### src/rtl/decoder_scan_seq_if.sv
// Control and decoded-output bundle for decoder_scan_seq.
// The master supplies enable/mode/select/dwell; the slave returns the registered decode.
interface decoder_scan_seq_if #(
    parameter int SEL_W   = 2,
    parameter int DWELL_W = 8
);
    localparam int OUT_W = 2 ** SEL_W;

    logic               en;
    logic               mode;
    logic [SEL_W-1:0]   sel;
    logic [DWELL_W-1:0] dwell;
    logic [OUT_W-1:0]   out;
    logic [SEL_W-1:0]   idx;
    logic               wrap;

    modport master (
        output en, mode, sel, dwell,
        input  out, idx, wrap
    );

    modport slave (
        input  en, mode, sel, dwell,
        output out, idx, wrap
    );
endinterface

### src/rtl/decoder_scan_seq.sv
// Registered one-hot decoder (MSB-first) with DIRECT decode and an auto-scan mode
// that rotates the active line, holding each position for dwell+1 cycles.
module decoder_scan_seq #(
    parameter int SEL_W   = 2,
    parameter int DWELL_W = 8
) (
    input  logic              clk,
    input  logic              rst,
    decoder_scan_seq_if.slave bus
);
    localparam int OUT_W = 2 ** SEL_W;

    typedef enum logic [1:0] {
        OFF,
        DIRECT,
        SCAN
    } state_t;

    state_t             state;
    logic [DWELL_W-1:0] cnt;
    logic [OUT_W-1:0]   out_q;
    logic [SEL_W-1:0]   idx_q;
    logic               wrap_q;
    logic [SEL_W-1:0]   idx_next;

    // Index k lights out[OUT_W-1-k], so index 0 drives the MSB.
    function automatic logic [OUT_W-1:0] onehot(input logic [SEL_W-1:0] k);
        logic [OUT_W-1:0] v;
        for (int i = 0; i < OUT_W; i++) begin
            v[i] = (k == SEL_W'(OUT_W - 1 - i));
        end
        return v;
    endfunction

    assign idx_next = idx_q + 1'b1;

    always_ff @(posedge clk) begin
        if (rst) begin
            state  <= OFF;
            out_q  <= '0;
            idx_q  <= '0;
            wrap_q <= 1'b0;
            cnt    <= '0;
        end else begin
            wrap_q <= 1'b0;
            if (!bus.en) begin
                // idx deliberately holds so software can see where output stopped.
                state <= OFF;
                out_q <= '0;
                cnt   <= '0;
            end else if (!bus.mode) begin
                state <= DIRECT;
                idx_q <= bus.sel;
                out_q <= onehot(bus.sel);
                cnt   <= '0;
            end else begin
                state <= SCAN;
                if (state != SCAN) begin
                    idx_q <= bus.sel;
                    out_q <= onehot(bus.sel);
                    cnt   <= '0;
                end else if (cnt >= bus.dwell) begin
                    // >= rather than == so a dwell lowered mid-slot advances at once.
                    cnt    <= '0;
                    idx_q  <= idx_next;
                    out_q  <= onehot(idx_next);
                    wrap_q <= &idx_q;
                end else begin
                    cnt <= cnt + 1'b1;
                end
            end
        end
    end

    assign bus.out  = out_q;
    assign bus.idx  = idx_q;
    assign bus.wrap = wrap_q;
endmodule

### src/flat_wrapper.sv
// flat-port wrapper written by rule: the top's interface ports become plain ports
module decoder_scan_seq_flat 
#(
    parameter int SEL_W   = 2,
    parameter int DWELL_W = 8
)
  (clk, rst, bus_en, bus_mode, bus_sel, bus_dwell, bus_out, bus_idx, bus_wrap);
  decoder_scan_seq_if #(.SEL_W(SEL_W), .DWELL_W(DWELL_W)) bus_i ();
  input  logic clk;
  input  logic rst;
  input wire logic [$bits(bus_i.en)-1:0] bus_en;
  input wire logic [$bits(bus_i.mode)-1:0] bus_mode;
  input wire logic [$bits(bus_i.sel)-1:0] bus_sel;
  input wire logic [$bits(bus_i.dwell)-1:0] bus_dwell;
  output wire logic [$bits(bus_i.out)-1:0] bus_out;
  output wire logic [$bits(bus_i.idx)-1:0] bus_idx;
  output wire logic [$bits(bus_i.wrap)-1:0] bus_wrap;
  assign bus_i.en = bus_en;
  assign bus_i.mode = bus_mode;
  assign bus_i.sel = bus_sel;
  assign bus_i.dwell = bus_dwell;
  assign bus_out = bus_i.out;
  assign bus_idx = bus_i.idx;
  assign bus_wrap = bus_i.wrap;
  decoder_scan_seq #(.SEL_W(SEL_W), .DWELL_W(DWELL_W)) u_core (.clk(clk), .rst(rst), .bus(bus_i));
endmodule
### config.mk
export PLATFORM = sky130hd
export DESIGN_NAME = decoder_scan_seq_flat
export DESIGN_NICKNAME = d
export VERILOG_FILES = /design/src/rtl/decoder_scan_seq_if.sv /design/src/rtl/decoder_scan_seq.sv /design/src/flat_wrapper.sv
export SDC_FILE = /design/constraint.sdc
export NUM_CORES = 1
export LEC_CHECK = 0
export ABC_AREA = 1
export ABC_CLOCK_PERIOD_IN_PS = 4510
export CAP_MARGIN = 20
export CORE_MARGIN = 2
export CORE_UTILIZATION = 54
export DETAILED_ROUTE_END_ITERATION = 8
export PLACE_DENSITY = 0.83
export SLEW_MARGIN = 40
export SYNTH_ARGS = -nofsm -noshare
export SYNTH_HDL_FRONTEND = slang
export SYNTH_SLANG_ARGS = --single-unit
export TNS_END_PERCENT = 100
### constraint.sdc
create_clock -name clk -period 4.51 [get_ports clk]
set_clock_uncertainty 0.05 [all_clocks]
set_input_delay 0.6765 -clock clk [delete_from_list [all_inputs] [get_ports clk]]
set_output_delay 0.6765 -clock clk [all_outputs]
set_load 0.05 [all_outputs]
==> run_results.csv, run 1 <==
group,metric,value,unit
outcome,outcome,"finished, final reports clean",
place,placed_area,0.001326,sq mm
route,via_count,982,
yosys,syn-instance-count,144,
power,clkPwrFrac,0.284,
timing,rsz0062_at_grt,"no",
clock_tree,ctsResizeCount,0,
die,num_rows,16,
die,fp.dieArea,0.002399,sq mm
timing,max_freq,437.4,MHz
yosys,synth-seq-area-share,0.3116,
worst_setup_path,crit_family,"buffers and inverters",
layout,drive_gt1_frac,0.1429,
power,internal_power,210.1,uW
clock_tree,tritoncts,"done",
route,ant_nets,0,
clock_tree,cts_sinks,17,
clock_tree,clock_latency,0.31,ns
clock_tree,clockBufferDepth,2,
layout,syn_to_final_growth,23.94,%
clock_tree,root_buffer,"clkbuf_4",
worst_setup_path,cp_slowest_stage_delay,0.84,ns
power,switching_share,0.2797,
clock_tree,htreeDepth,1,
yosys,syn_nets,171,
power,powerDensity,215.5,mW/mm^2
layout,nNetsFinal,196,
worst_setup_path,end_kind,"output pin",
global_route,grt_pass1_vias,963,
layout,fillers,159,
route,route.detailed.drc,0,
worst_setup_path,arrival,1.56,ns
power,p_sw,81.60,uW
power,pwr-share-seq,0.536,
global_route,grt_use_total,0.2046,
timing,final_max_slew_viol_count,0,
global_route,grt_max_degree,11,
worst_setup_path,critPathMaxFanout,6,
power,comb_power_share,0.179,
yosys,synthDistinctLibCells,26,
route,vias_per_cell,5.036,
route,wl,2116,um
yosys,syn-cell-area,0.001092,sq mm
layout,design_area,0.001354,sq mm
job,maxCapViolations,0,
power,ir_drop,176.3,uV
place,pre_cts_ws,2.046,ns
clock_tree,hold_buffers,0,
die,die_w,48.98,um
worst_setup_path,cp_num_buf_inv,1,
route,drt-initial-drc-count,7,
global_route,grt_overflow,0,
die,io_pins,21,
route,dr.pass1.iters,4,
clock_tree,post_cts_buffers,0,
worst_setup_path,required,3.78,ns
place,gp_congestion,0.8153,
layout,mostFrequentLayoutCells,"nand2_1 (37), inv_1 (23), clkdlybuf4s50_1 (20)",
place,hpwlAfterDp,1804,um
clock_tree,path_clk_slew,0.09,ns
timing,finalSetupViolCount,0,
yosys,ys_ff_latch,17,
layout,antenna_cells,0,
worst_hold_path,hold_path.class,"reg -> reg",
power,p_leak,0.6309,nW
yosys,syn_avg_cell_area,7.585,sq um
timing,fin_tns_setup,0,ns
worst_setup_path,crit_slowest_cell,"clkdlybuf4s50_1",
worst_setup_path,critPathLaunchType,"register",
global_route,grt_pass1_wl,3795,um
timing,layout_setup_ws,2.224,ns
die,die_y,48.98,um
timing,min_period,2.286,ns
layout,mostFrequentLayoutCell,"nand2_1",
route,wl_per_cell,10.85,um
layout,final_core_util,0.6972,
timing,worst_pin_slew,0.4962,ns
worst_setup_path,path_cells,"clkdlybuf4s50_1",
worst_setup_path,worstSetupPathType,"reg -> out",
clock_tree,numCtsBuffers,3,
place,port_buffers,20,
timing,period_share,0.5070,
yosys,yosysWarnings,0,
timing,slew_headroom,0.6682,
global_route,antenna_found_initial,0,
die,start_util,0.5625,
die,core,0.001942,sq mm
timing,hold_violations,0,
[layout make-up]
class / count / area [sq um] / area share
Sequential cell: 17 / 340.3 / 0.2514
Timing Repair Buffer: 20 / 200.2 / 0.1479
Clock buffer: 3 / 22.52 / 0.01664
Clock inverter: 1 / 5.005 / 0.003697
Multi-Input combinational cell: 100 / 649.4 / 0.4797
Tap cell: 27 / 33.78 / 0.02495
Inverter: 27 / 102.6 / 0.07579
[routing by layer]
metal | wire (um) | share of wire | track usage
met1 | 831 | 0.39 | 0.2100
met5 | 0 | 0 | 0
met3 | 98 | 0.046 | 0.04294
met4 | 29 | 0.014 | 0.07143
met2 | 1157 | 0.55 | 0.4018
[registers in the layout (all words and copies together), names as in the netlist]
signal and cells:
u_core.cnt 8, u_core.bus.out 4, u_core.bus.idx 2, u_core.state 2, u_core.bus.wrap 1
[power by group through the flow]
stage	logic [mW]	registers (mW)	clock network (mW)
after detailed placement	0.0525	0.160	0
after CTS	0.0527	0.157	0.0858
final	0.0522	0.156	0.0830
after floorplan	0.0215	0.168	0
after global placement	0.0502	0.160	0
after global routing	0.0576	0.157	0.0904
[Yosys cell counts, drive strengths merged]
| cell | count | share of area |
|---|---|---|
| nor2 | 15 | 0.089 |
| xor2 | 1 | 0.0080 |
| or2 | 2 | 0.011 |
| nand2 | 40 | 0.15 |
| nand3 | 6 | 0.039 |
| clkinv | 2 | 0.0080 |
| xnor2 | 1 | 0.0080 |
| ha | 13 | 0.15 |
| nor3 | 3 | 0.027 |
| nand4 | 3 | 0.031 |
| dfxtp | 17 | 0.31 |
| o21ai | 5 | 0.023 |
| a21o | 1 | 0.0069 |
| inv | 25 | 0.086 |
| a21oi | 10 | 0.053 |
[tightest hold or removal path, stage by stage (launching register included)]
cell,delay (ns)
dfxtp_1,0.32
nand2_1,0.06
a21oi_1,0.05
[logic make-up (layout without fill, tap and decap cells)]
logic type                 count (synthesis)  after routing  share of synthesized area
and+or+nand+nor                           69             69                     0.3471
xor gates and xnor gates                   2              2                    0.01604
DFF                                       17             17                     0.3116
buffers and inverters                     27             51                    0.09392
AOI/OAI and AO/OA                         16             16                    0.08248
adders and majority gates                 13             13                     0.1489
[final timing paths]
check,slack (ns),depth (start not counted),to,startpoint
min,0.42,2,u_core.bus.out[2],u_core.bus.out[2]
min reg2reg,0.42,2,u_core.bus.out[2],u_core.bus.out[2]
max,2.22,1,bus_idx[0],u_core.bus.idx[0]
max reg2reg,2.86,9,u_core.cnt[3],u_core.cnt[0]
[through the flow]
step / hold slack, ns / power, mW / cells
2_1_floorplan: 0.4003 / 0.1895 / 144
3_3_place_gp: 0.4162 / 0.2100 / 191
3_5_place_dp: 0.4162 / 0.2124 / 191
4_1_cts: 0.4300 / 0.2950 / 195
5_1_grt: 0.4561 / 0.3051 / 195
6_report: 0.4249 / 0.2917 / 195
No activity file was read; power rests on OpenSTA's default activity.
==> run 2: changes to the inputs <==
--- a/config.mk
+++ b/config.mk
@@ -6,12 +6,12 @@
 export NUM_CORES = 1
 export LEC_CHECK = 0
 export ABC_AREA = 1
-export ABC_CLOCK_PERIOD_IN_PS = 4510
+export ABC_CLOCK_PERIOD_IN_PS = 2300
 export CAP_MARGIN = 20
 export CORE_MARGIN = 2
-export CORE_UTILIZATION = 54
+export CORE_UTILIZATION = 51
 export DETAILED_ROUTE_END_ITERATION = 8
-export PLACE_DENSITY = 0.83
+export PLACE_DENSITY = 0.79
 export SLEW_MARGIN = 40
 export SYNTH_ARGS = -nofsm -noshare
 export SYNTH_HDL_FRONTEND = slang
==> constraint.sdc (replaced) <==
create_clock -name clk -period 2.3 [get_ports clk]
set_clock_uncertainty 0.05 [all_clocks]
set_input_delay 0.345 -clock clk [delete_from_list [all_inputs] [get_ports clk]]
set_output_delay 0.345 -clock clk [all_outputs]
set_load 0.05 [all_outputs]
==> run_results.csv, run 2 (synthesized netlist as in run 1, its figures left out) <==
group,metric,value,unit
outcome,outcome,"finished, final reports clean",
place,port_buffers,20,
timing,slew_headroom,0.6636,
worst_setup_path,critPathMaxFanout,6,
worst_setup_path,crit_end,"bus_idx[0]",
clock_tree,tritoncts,"done",
route,ant_nets,0,
worst_setup_path,critPathLaunchType,"register",
power,ir_drop,395.6,uV
layout,mostFrequentLayoutCells,"nand2_1 (37), inv_1 (23), clkdlybuf4s50_1 (20)",
timing,rsz0062_at_grt,"no",
worst_setup_path,arrival,1.57,ns
worst_hold_path,hold_path.class,"reg -> reg",
timing,layout_setup_ws,0.3333,ns
die,die_y,50.28,um
power,p_leak,0.6281,nW
layout,final_core_util,0.6824,
layout,mostFrequentLayoutCell,"nand2_1",
clock_tree,path_clk_slew,0.10,ns
place,pre_cts_ws,0.1807,ns
global_route,grt_pass1_vias,909,
route,wl_per_cell,10.09,um
layout,stdcell_count,195,
job,maxCapViolations,0,
route,via_count,933,
global_route,grt_pass1_wl,3519,um
worst_setup_path,cp-startpoint,"u_core.bus.idx[0]",
route,vias_per_cell,4.785,
route,drt-initial-drc-count,24,
timing,worst_pin_slew,0.5030,ns
place,hpwlAfterDp,1659,um
clock_tree,htreeDepth,1,
global_route,grt_overflow,0,
worst_setup_path,reg2reg_from,"u_core.cnt[0]",
worst_setup_path,cp.depth,1,
worst_setup_path,crit_family,"buffers and inverters",
worst_setup_path,r2r_end,"u_core.cnt[2]",
die,die_w,50.28,um
worst_setup_path,cp_num_buf_inv,1,
clock_tree,root_buffer,"clkbuf_4",
worst_setup_path,rrSetupSlack,0.65,ns
die,io_pins,21,
clock_tree,cts_sinks,17,
global_route,grt_max_degree,10,
place,gp_congestion,0.8164,
layout,drive_gt1_frac,0.1369,
clock_tree,numCtsBuffers,3,
worst_setup_path,required,1.90,ns
layout,top_register,"u_core.cnt",
timing,max_freq,508.5,MHz
layout,nNetsFinal,196,
worst_hold_path,hold_start,"u_core.bus.out[2]",
power,powerDensity,418.7,mW/mm^2
route,route.detailed.drc,0,
worst_setup_path,worstSetupPathType,"reg -> out",
clock_tree,clock_latency,0.28,ns
global_route,grt_use_total,0.1748,
clock_tree,hold_buffers,0,
die,num_rows,16,
die,fp.dieArea,0.002528,sq mm
route,wl,1967,um
die,start_util,0.5511,
timing,period_share,0.8551,
worst_setup_path,crit_slowest_cell,"clkdlybuf4s50_1",
timing,hold_violations,0,
timing,finalSetupViolCount,0,
route,dr.pass1.iters,4,
clock_tree,post_cts_buffers,0,
worst_setup_path,end_kind,"output pin",
layout,syn_to_final_growth,23.83,%
timing,fin_tns_setup,0,ns
timing,min_period,1.967,ns
layout,antenna_cells,0,
layout,largest_reg_flops,8,
worst_setup_path,cp_slowest_stage_delay,0.84,ns
clock_tree,ctsResizeCount,0,
clock_tree,clockBufferDepth,2,
timing,final_max_slew_viol_count,0,
worst_setup_path,path_cells,"clkdlybuf4s50_1",
global_route,antenna_found_initial,0,
place,dp.cells,191,
die,core,0.001982,sq mm
worst_setup_path,reg2regPathDepth,9,
==> run 2: cell types whose count changed in the layout (fill, tap and decap cells not counted) <==
cell,change
clkbuf_1,+1
clkinv_2,-1
==> run 2: area by class of cell <==
class | count | area (sq um)
timing repair buffer | 20 | 200.2
inverter | 27 | 102.6
fill | 181 | 629.4
sequential | 17 | 340.3
multi-input combinational | 100 | 649.4
clock buffer | 4 | 26.28
tap | 27 | 33.78
==> run 2: worst min path at each step <==
stage,depth (start not counted),to,slack [ns]
4_1_cts,2,u_core.bus.out[2],0.42
5_1_grt,2,u_core.bus.out[2],0.45
6_report,2,u_core.bus.out[2],0.42
2_1_floorplan,1,u_core.state[0],0.37
3_3_place_gp,2,u_core.bus.out[0],0.40
3_5_place_dp,2,u_core.bus.out[2],0.40
==> run 2: per-stage QoR <==
stage | hold WS [ns] | instance area [sq um] | total power, mW
5_1_grt | 0.4543 | 1353 | 0.5962
3_5_place_dp | 0.4006 | 1326 | 0.4155
3_3_place_gp | 0.4043 | 1326 | 0.4120
6_report | 0.4163 | 1353 | 0.5664
2_1_floorplan | 0.3674 | 1092 | 0.3715
4_1_cts | 0.4159 | 1353 | 0.5701
==> run 2: power breakdown <==
part	internal, mW	switching, mW
Sequential	0.301	0.00604
Clock	0.0672	0.0909
Combinational	0.0462	0.0553
Total	0.414	0.152
==> run 2: layer usage <==
metal	global-route usage	wire length, um
met1	0.1907	874
met5	0	0
met3	0.01786	73
met4	0.04167	10
met2	0.3509	1007
==> run 3: changes to the inputs <==
--- a/config.mk
+++ b/config.mk
@@ -11,6 +11,7 @@
 export CORE_MARGIN = 2
 export CORE_UTILIZATION = 51
 export DETAILED_ROUTE_END_ITERATION = 8
+export GPL_ROUTABILITY_DRIVEN = 0
 export PLACE_DENSITY = 0.79
 export SLEW_MARGIN = 40
 export SYNTH_ARGS = -nofsm -noshare
==> results of run 3 <==
No change in the layout: final DEF, timing and power equal those of run 2.
